$ cat src/rtl/sha1_pkg.sv
// Shared SHA-1/SHA-0 constants, state/phase types and round helper functions.
package sha1_pkg;

  typedef enum logic [2:0] {StIdle, StLoad, StRun, StFinal, StOut} sha1_state_e;
  typedef enum logic [1:0] {PhCh, PhPar1, PhMaj, PhPar2} sha1_phase_e;

  localparam logic [0:4][31:0] IV = {32'h67452301, 32'hefcdab89, 32'h98badcfe,
                                     32'h10325476, 32'hc3d2e1f0};
  localparam logic [0:3][31:0] K  = {32'h5a827999, 32'h6ed9eba1, 32'h8f1bbcdc, 32'hca62c1d6};

  // Valid for n in 0..31; a 32-bit right shift yields zero, so n = 0 is the identity.
  function automatic logic [31:0] rotl(input logic [31:0] x, input int unsigned n);
    return (x << n) | (x >> (32 - n));
  endfunction

  function automatic logic [31:0] f_ch(input logic [31:0] b, c, d);
    return (b & c) | (~b & d);
  endfunction

  function automatic logic [31:0] f_par(input logic [31:0] b, c, d);
    return b ^ c ^ d;
  endfunction

  function automatic logic [31:0] f_maj(input logic [31:0] b, c, d);
    return (b & c) | (b & d) | (c & d);
  endfunction

  function automatic sha1_phase_e phase_of(input logic [6:0] rnd);
    if (rnd < 7'd20)      return PhCh;
    else if (rnd < 7'd40) return PhPar1;
    else if (rnd < 7'd60) return PhMaj;
    else                  return PhPar2;
  endfunction

endpackage

$ cat src/rtl/sha1_wsched.sv
// 16-word message schedule: shifts in message words during load, expanded words during advance.
module sha1_wsched
  import sha1_pkg::*;
#(
  parameter int unsigned SHA0 = 0
) (
  input  logic        clk_i,
  input  logic        load_i,
  input  logic        adv_i,
  input  logic [31:0] data_i,
  output logic [31:0] w_o
);

  // w_q[15] is W[t-1], w_q[0] is W[t-16].
  logic [31:0] w_q [16];
  logic [31:0] mix;
  logic [31:0] next_w;

  always_comb begin
    mix    = w_q[13] ^ w_q[8] ^ w_q[2] ^ w_q[0];
    next_w = rotl(mix, (SHA0 != 0) ? 0 : 1);
    w_o    = load_i ? data_i : next_w;
  end

  always_ff @(posedge clk_i) begin
    if (load_i || adv_i) begin
      for (int i = 0; i < 15; i++) begin
        w_q[i] <= w_q[i+1];
      end
      w_q[15] <= w_o;
    end
  end

endmodule

$ cat src/rtl/sha1_block_engine.sv
// One-round-per-cycle SHA-1 (or SHA-0) compression of a 512-bit block with chaining state.
module sha1_block_engine
  import sha1_pkg::*;
#(
  parameter int unsigned SHA0 = 0,
  parameter int unsigned IN_W = 32
) (
  input  logic            clk,
  input  logic            rst,
  input  logic            in_valid,
  output logic            in_ready,
  input  logic [IN_W-1:0] in_data,
  input  logic            in_first,
  output logic            out_valid,
  input  logic            out_ready,
  output logic [159:0]    out_digest,
  output logic            busy
);

  if (IN_W != 32) begin : gen_in_w_check
    $error("sha1_block_engine: IN_W must be 32");
  end

  sha1_state_e      state_q;
  logic [3:0]       cnt_q;
  logic [6:0]       rnd_q;
  logic             first_q;
  logic [0:4][31:0] h_q;
  logic             in_ready_q;
  logic             out_valid_q;
  logic             busy_q;
  logic [31:0]      a_q, b_q, c_q, d_q, e_q;

  logic             accept;
  logic             run;
  logic [0:4][31:0] start;
  logic [0:4][31:0] h_base;
  logic [31:0]      a_s, b_s, c_s, d_s, e_s;
  logic [31:0]      f_val;
  logic [31:0]      w_cur;
  logic [31:0]      t_val;
  sha1_phase_e      phase;

  assign accept = in_valid && in_ready_q;
  assign run    = (state_q == StRun);

  sha1_wsched #(
    .SHA0 (SHA0)
  ) u_wsched (
    .clk_i  (clk),
    .load_i (accept),
    .adv_i  (run),
    .data_i (in_data),
    .w_o    (w_cur)
  );

  always_comb begin
    // Round 0 starts from IV or the stored chaining value; later rounds from the working regs.
    start  = in_first ? IV : h_q;
    h_base = first_q ? IV : h_q;
    if (state_q == StIdle) begin
      {a_s, b_s, c_s, d_s, e_s} = start;
    end else begin
      {a_s, b_s, c_s, d_s, e_s} = {a_q, b_q, c_q, d_q, e_q};
    end
    phase = phase_of(rnd_q);
    unique case (phase)
      PhCh:    f_val = f_ch(b_s, c_s, d_s);
      PhMaj:   f_val = f_maj(b_s, c_s, d_s);
      default: f_val = f_par(b_s, c_s, d_s);
    endcase
    t_val = rotl(a_s, 5) + f_val + e_s + K[phase] + w_cur;
  end

  always_ff @(posedge clk) begin
    if (accept || run) begin
      a_q <= t_val;
      b_q <= a_s;
      c_q <= rotl(b_s, 30);
      d_q <= c_s;
      e_q <= d_s;
    end
  end

  always_ff @(posedge clk or posedge rst) begin
    if (rst) begin
      state_q     <= StIdle;
      cnt_q       <= 4'd0;
      rnd_q       <= 7'd0;
      first_q     <= 1'b1;
      h_q         <= IV;
      in_ready_q  <= 1'b1;
      out_valid_q <= 1'b0;
      busy_q      <= 1'b0;
    end else begin
      unique case (state_q)
        StIdle: begin
          if (in_valid) begin
            first_q <= in_first;
            cnt_q   <= 4'd1;
            rnd_q   <= 7'd1;
            busy_q  <= 1'b1;
            state_q <= StLoad;
          end
        end
        StLoad: begin
          if (in_valid) begin
            cnt_q <= cnt_q + 4'd1;
            rnd_q <= rnd_q + 7'd1;
            if (cnt_q == 4'd15) begin
              in_ready_q <= 1'b0;
              state_q    <= StRun;
            end
          end
        end
        StRun: begin
          if (rnd_q == 7'd79) begin
            rnd_q   <= 7'd0;
            state_q <= StFinal;
          end else begin
            rnd_q <= rnd_q + 7'd1;
          end
        end
        StFinal: begin
          h_q[0]      <= h_base[0] + a_q;
          h_q[1]      <= h_base[1] + b_q;
          h_q[2]      <= h_base[2] + c_q;
          h_q[3]      <= h_base[3] + d_q;
          h_q[4]      <= h_base[4] + e_q;
          out_valid_q <= 1'b1;
          state_q     <= StOut;
        end
        StOut: begin
          if (out_ready) begin
            out_valid_q <= 1'b0;
            busy_q      <= 1'b0;
            in_ready_q  <= 1'b1;
            state_q     <= StIdle;
          end
        end
        default: begin
          state_q <= StIdle;
        end
      endcase
    end
  end

  assign in_ready   = in_ready_q;
  assign out_valid  = out_valid_q;
  assign out_digest = h_q;
  assign busy       = busy_q;

endmodule

$ cat config.mk
export PLATFORM = sky130hd
export DESIGN_NAME = sha1_block_engine
export DESIGN_NICKNAME = d
export VERILOG_FILES = /design/src/rtl/sha1_pkg.sv /design/src/rtl/sha1_wsched.sv /design/src/rtl/sha1_block_engine.sv
export SDC_FILE = /design/constraint.sdc
export NUM_CORES = 2
export LEC_CHECK = 0
export BUFFER_PORTS_ARGS = -buffer_cell sky130_fd_sc_hd__buf_2
export CAP_MARGIN = 10
export CORE_MARGIN = 4
export CORE_UTILIZATION = 30
export CTS_CLUSTER_DIAMETER = 100
export DETAILED_ROUTE_END_ITERATION = 8
export PLACE_DENSITY_LB_ADDON = 0.1
export SLEW_MARGIN = 20
export SYNTH_ARGS = -nofsm -noshare
export SYNTH_HDL_FRONTEND = slang
export SYNTH_HIERARCHICAL = 1
export SYNTH_SLANG_ARGS = --single-unit
$ cat constraint.sdc
create_clock -name clk -period 10.35 [get_ports clk]
set_clock_uncertainty 0.1 [all_clocks]
set_input_delay 1.035 -clock clk [delete_from_list [all_inputs] [get_ports clk]]
set_output_delay 1.035 -clock clk [all_outputs]
set_load 0.01 [all_outputs]
# Yosys cells after proc, flatten, opt, wreduce, memory -nomap -nowiden
# Memory sizes are Yosys's and may differ from the RTL's.
# Cells that the tools add are included.
[word_totals] word_cells=116 ff_bits=338 out_inout_bits=163 input_bits=37 mem_count=1 ram_bits=512
[memory_table] name="u_wsched.w_q" depth=16 word_bits=32 rd=16 rd_ports_with_merged_regs=0 write_ports=16 line="sha1_wsched.sv:15" source="logic [31:0] w_q [16];"
[classes] n_eq_ne=12 n_bitwise=17 reduce_logical=16 add_sub_neg=11 magnitude_cmp=4 n_mux=38
[op_table] operator="$mux 160" count=2
[op_table] operator="$add 32x32->32" count=9
[op_table] operator="$mux 32" count=8
[op_table] operator="$xor 32x32->32" count=5
[op_table] operator="$and 32x32->32" count=4
[op_table] operator="$or 32x32->32" count=3
[op_table] operator="$bmux 32 s2" count=1
[op_table] operator="$pmux 32 s2" count=1
[op_table] operator="$not 32->32" count=1
[op_table] operator="$or 32x1->32" count=1
[op_table] operator="$or 32x30->32" count=1
[op_table] operator="$or 32x5->32" count=1
[op_table] operator="$mux 7" count=3
[op_table] operator="$pmux 7 s3" count=1
[op_table] operator="$mux 3" count=5
[op_table] operator="$pmux 3 s5" count=1
[op_table] operator="$lt 7x6->1 const B" count=2
[op_table] operator="$ne 2x2->1 const B" count=5
[op_table] operator="$reduce_and 3->1" count=3
[op_table] operator="$mux 1" count=8
[op_table] operator="$mux 4" count=2
[op_table] operator="$pmux 4 s2" count=1
[op_table] operator="$reduce_bool 2->1" count=4
[op_table] operator="$add 7x1->7 const B" count=1
[op_table] operator="20 further kinds" count=25

# Longest topological paths before layout
[logic_depth] depth_word=10 ltp_mapped=30 ltp_nobuf=27

# By module
# Netlist, hierarchy kept.
[by_module_without_submodules] module="sha1_block_engine" area_per_inst_um2=28098.2 cells_each=3205 n_inst=1 seq_area_each_um2=9361.5
[by_module_without_submodules] module="sha1_wsched" area_per_inst_um2=16604.7 cells_each=680 n_inst=1 seq_area_each_um2=15374.7

# Worst setup path after synthesis
# Ideal clock, no wire load.
[synth_timing] path_type="input port to flip-flop" from="input in_valid" to="memory u_wsched.w_q[0][0] (enable)" setup_time_ps=667 n_path_buf=2 required_ps=9583 path_slack_ps=1898 cell_stages=4 t_arrival_ps=7685 cell_sequence="clkbuf_1 and2_1 buf_4 or2_2"
[synth_lines] item="start, declared" line="sha1_block_engine.sv:10" source="input logic in_valid,"
[synth_lines] item="end, declared" line="sha1_wsched.sv:15"

# Final worst setup path
[layout_timing] from="register state_q[0]" to="register a_q[24], data pin"
[layout_via] elab_chain_cells=10 word_cells_on_any_way=22 cone_classes="add/sub: 4; mux: 6; bitwise: 11; reduce/logical: 1"
[layout_lines] item="start, declared" line="sha1_block_engine.sv:24" source="sha1_state_e state_q;"
[layout_lines] item="start signal, assigned" line="sha1_block_engine.sv:87" source="state_q <= StIdle;"
[layout_lines] item="start signal, assigned" line="sha1_block_engine.sv:103" source="state_q <= StLoad;"
[layout_lines] item="start signal, assigned" line="sha1_block_engine.sv:112" source="state_q <= StRun;"
[layout_lines] item="$logic_not 3->1 *" line="sha1_block_engine.sv:61" source="if (state_q == StIdle) begin"
[layout_lines] item="$mux 32" line="sha1_block_engine.sv:61"
[layout_lines] item="$and 32x32->32, or another cell as far along" line="sha1_pkg.sv:17, sha1_pkg.sv:25"
[layout_lines] item="$or 32x32->32 or $and 32x32->32 (tied branches)" line="sha1_pkg.sv:25, sha1_pkg.sv:17"
[layout_lines] item="$or 32x32->32 (on tied branches)" line="sha1_pkg.sv:25, sha1_pkg.sv:17"
[layout_lines] item="$pmux 32 s2" line="sha1_block_engine.sv:67" source="unique case (phase)"
[layout_lines] item="$add 32x32->32" line="sha1_block_engine.sv:72" source="t_val = rotl(a_s, 5) + f_val + e_s + K[phase] + w_cur;"
[layout_lines] item="$add 32x32->32 * (3 in a row)" line="sha1_block_engine.sv:72"
[layout_lines] item="net t_val[24]" line="sha1_block_engine.sv:41" source="logic [31:0] t_val;"
[layout_lines] item="end signal, assigned" line="sha1_block_engine.sv:77" source="a_q <= t_val;"
[layout_lines] item="end, declared" line="sha1_block_engine.sv:32" source="logic [31:0] a_q, b_q, c_q, d_q, e_q;"
# The timed path passes the listed nets; every way through them passes the cells marked *.
# A chain may end at the register's enable or synchronous reset.

==> results.json <==
{
  "fin_setup_tns_ps": 0,
  "worstPathRequired_ps": 10690,
  "vias": 29540,
  "synth_top_cell_by_area": "edfxtp_1",
  "cts.sinks": 850,
  "fp-row-count": 141,
  "wire_per_inst_um": 23.07,
  "drc_errors": 0,
  "max_freq_ghz": 0.1267,
  "avgSynthCellArea_um2": 11.51,
  "netlist.area_leader.share_pct": 45.14,
  "path_clk_slew_ps": 60,
  "yosys.area_share.adder_pct": 10.80,
  "cts_made_buffers": 103,
  "period_share_pct": 76.25,
  "outcome": "finished clean",
  "rsz0062_at_grt": "false",
  "cp-end-kind": "flip-flop",
  "tightest_slew_ps": 1126,
  "regToRegSetupSlack_ps": 2460,
  "synth_seq_area_share_pct": 55.33,
  "htreeDepth": 3,
  "cap_violations": 0,
  "area_delta_synth_final_pct": 14.80,
  "synthSimpleGateAreaFrac_pct": 12.09,
  "synth_nets": 4240,
  "final-max-slew-violation-count": 0,
  "synth.area.mux_share_pct": 0.7921,
  "die_h_um": 394.0,
  "synth-xor-area-share_pct": 5.251,
  "syn_area_mm2": 0.04470,
  "clk_latency_ps": 710,
  "cp.arrival_ps": 8230,
  "drive_gt1_share_pct": 14.14,
  "io_pins": 200,
  "gp_congestion": 0.8666,
  "coreArea_mm2": 0.1478,
  "synth_edf_count": 672,
  "holdBufCountCts": 0,
  "synth.area.top_cells": "edfxtp_1 (45%), ha_1 (5.8%), dfrtp_1 (5.4%)",
  "path_class": "flip-flop to flip-flop",
  "setup_viol": 0,
  "ys_types": 83,
  "period_minus_slack_ps": 7891,
  "async_flop_share_pct": 20.94,
  "grt_use_total_pct": 17.78,
  "port_buffers": 199,
  "max_slew_margin_pct": 24.96,
  "syn_inst": 3885,
  "synth_warnings": 6,
  "finalNetCount": 4436,
  "avgViaCountPerCell": 4.845,
  "grt_overflow": 0,
  "synth_top_family_by_area": "compound AO/OA/AOI/OAI gates",
  "grt_max_degree": 199,
  "drt_first_pass_iters": 5,
  "startpoint_type": "flip-flop",
  "cts_buffer_depth": 3,
  "antenna_cells": 0,
  "ctsResizeCount": 0,
  "fillers": 14740,
  "die_area_mm2": 0.1552,
  "hpwl_um": 103600,
  "ys_ff_latch": 850,
  "clock-root-buffer": "clkbuf_16",
  "finalHoldViolCount": 0,
  "wl_um": 140700,
  "synth-compound-area-share_pct": 12.34,
  "ant_nets": 0,
  "cts_tree": "built",
  "path_max_fanout": 69,
  "initial_utilization_pct": 30.24,
  "grt_pass1_wl_um": 205300,
  "cts_setup_buffers": 0,
  "synth_ff_type": "edfxtp_1",
  "hp-class": "flip-flop to flip-flop",
  "grt_antenna_before_repair": 7,
  "drt_iter0_markers": 2182,
  "chipWidth_um": 394.0,
  "grt_pass1_vias": 29460
}
[flip-flops by register name (all words and copies together) (netlist names)]
name and flops:
cnt_q 4, u_wsched/w_q 512, first_q 1, in_ready 1, e_q 32, d_q 32
state_q 3, a_q 32, out_digest 160, busy 1, out_valid 1, c_q 32
rnd_q 7, b_q 32
[cells in the final DEF (no fill, tap or decap), types with 104 or more instances in the layout]
cell type / netlist / layout
xnor2_1: 194 / 194
ha_1: 206 / 206
nand2_1: 449 / 448
nor2_1: 189 / 189
buf_2: 1 / 198
clkbuf_16: 0 / 104
fa_1: 112 / 112
a21oi_1: 238 / 237
o21ai_0: 308 / 308
inv_1: 252 / 251
edfxtp_1: 672 / 672
[layout make-up]
class                           instances  area [µm²]  share of cell area [%]
Sequential cell                       850       24740                   48.21
Timing Repair Buffer                  234        1306                   2.545
Clock inverter                         54       616.8                   1.202
Clock buffer                          136        2783                   5.422
Tap cell                             1930        2415                   4.706
Inverter                              253       957.2                   1.865
Multi-Input combinational cell       2639       18500                   36.05
[path summary, 6_finish.rpt]
kind	endpoint	start	depth (start not counted)
setup / recovery	a_q[24]	state_q[0]	23
hold / removal	u_wsched/w_q[0][12]	u_wsched/w_q[0][44]	0
setup reg to reg	a_q[24]	state_q[0]	23
hold reg to reg	u_wsched/w_q[0][12]	u_wsched/w_q[0][44]	0
max in group asynchronous	out_digest[149]	rst	3
min in group asynchronous	cnt_q[1]	rst	2
[worst max-delay path: stages, from the launching register on]
cell	delay, ps
dfrtp_1	650
or3_4	480
buf_4	660
or3_1	190
o21ai_0	200
a31oi_1	220
o21ai_0	90
a21oi_1	160
a21oi_1	80
fa_1	430
fa_1	520
fa_1	580
inv_1	60
ha_1	260
a21o_1	180
a21o_1	200
a2111oi_0	560
o31ai_1	250
a41oi_1	470
a31o_2	310
o21ai_1	150
a2111oi_0	480
a31o_2	180
a221oi_1	50
[metal layers]
layer  vias to the layer above  wire (µm)  global-route usage [%]
li1                      14220          -                       -
met1                     14550      67770                   25.47
met2                       621      62300                   27.43
met3                       145       7360                   3.602
met4                         0       3221                   4.726
met5                         -          0                       0
[Yosys cell counts, drive strengths merged (43+ instances only)]
cell,n
a21oi,238
xnor2,194
dfstp,82
xor2,74
or3,43
nor2,189
a21o,89
dfrtp,96
ha,206
nand3b,53
nor2b,99
clkbuf,121
inv,252
o21ai,346
fa,112
edfxtp,672
or2,85
nand2,450
[through the flow]
stage	setup slack, ps	area, µm²	utilization [%]	hold slack, ps	std cells
after global placement	2494	47890	32.39	300.4	5905
after global routing	2014	51320	34.71	313.9	6096
after detailed placement	2398	47890	32.39	304.5	5905
after floorplan	1898	44700	-	300.3	3885
after CTS	2509	51290	34.69	304.4	6095
final	2459	51320	34.71	311.0	6096
[logic make-up after synthesis]
group | count (synthesis)
multiplexers | 34
buffers and inverters | 396
AO/OA/AOI/OAI | 910
XOR/XNOR | 268
AND/OR/NAND/NOR | 1108
flip-flops | 850
adder cells (fa/ha/maj) | 319
Power is left out: the tool's default activity adds up to more than one toggle a clock period on the data nets, which glitch-free logic cannot reach.
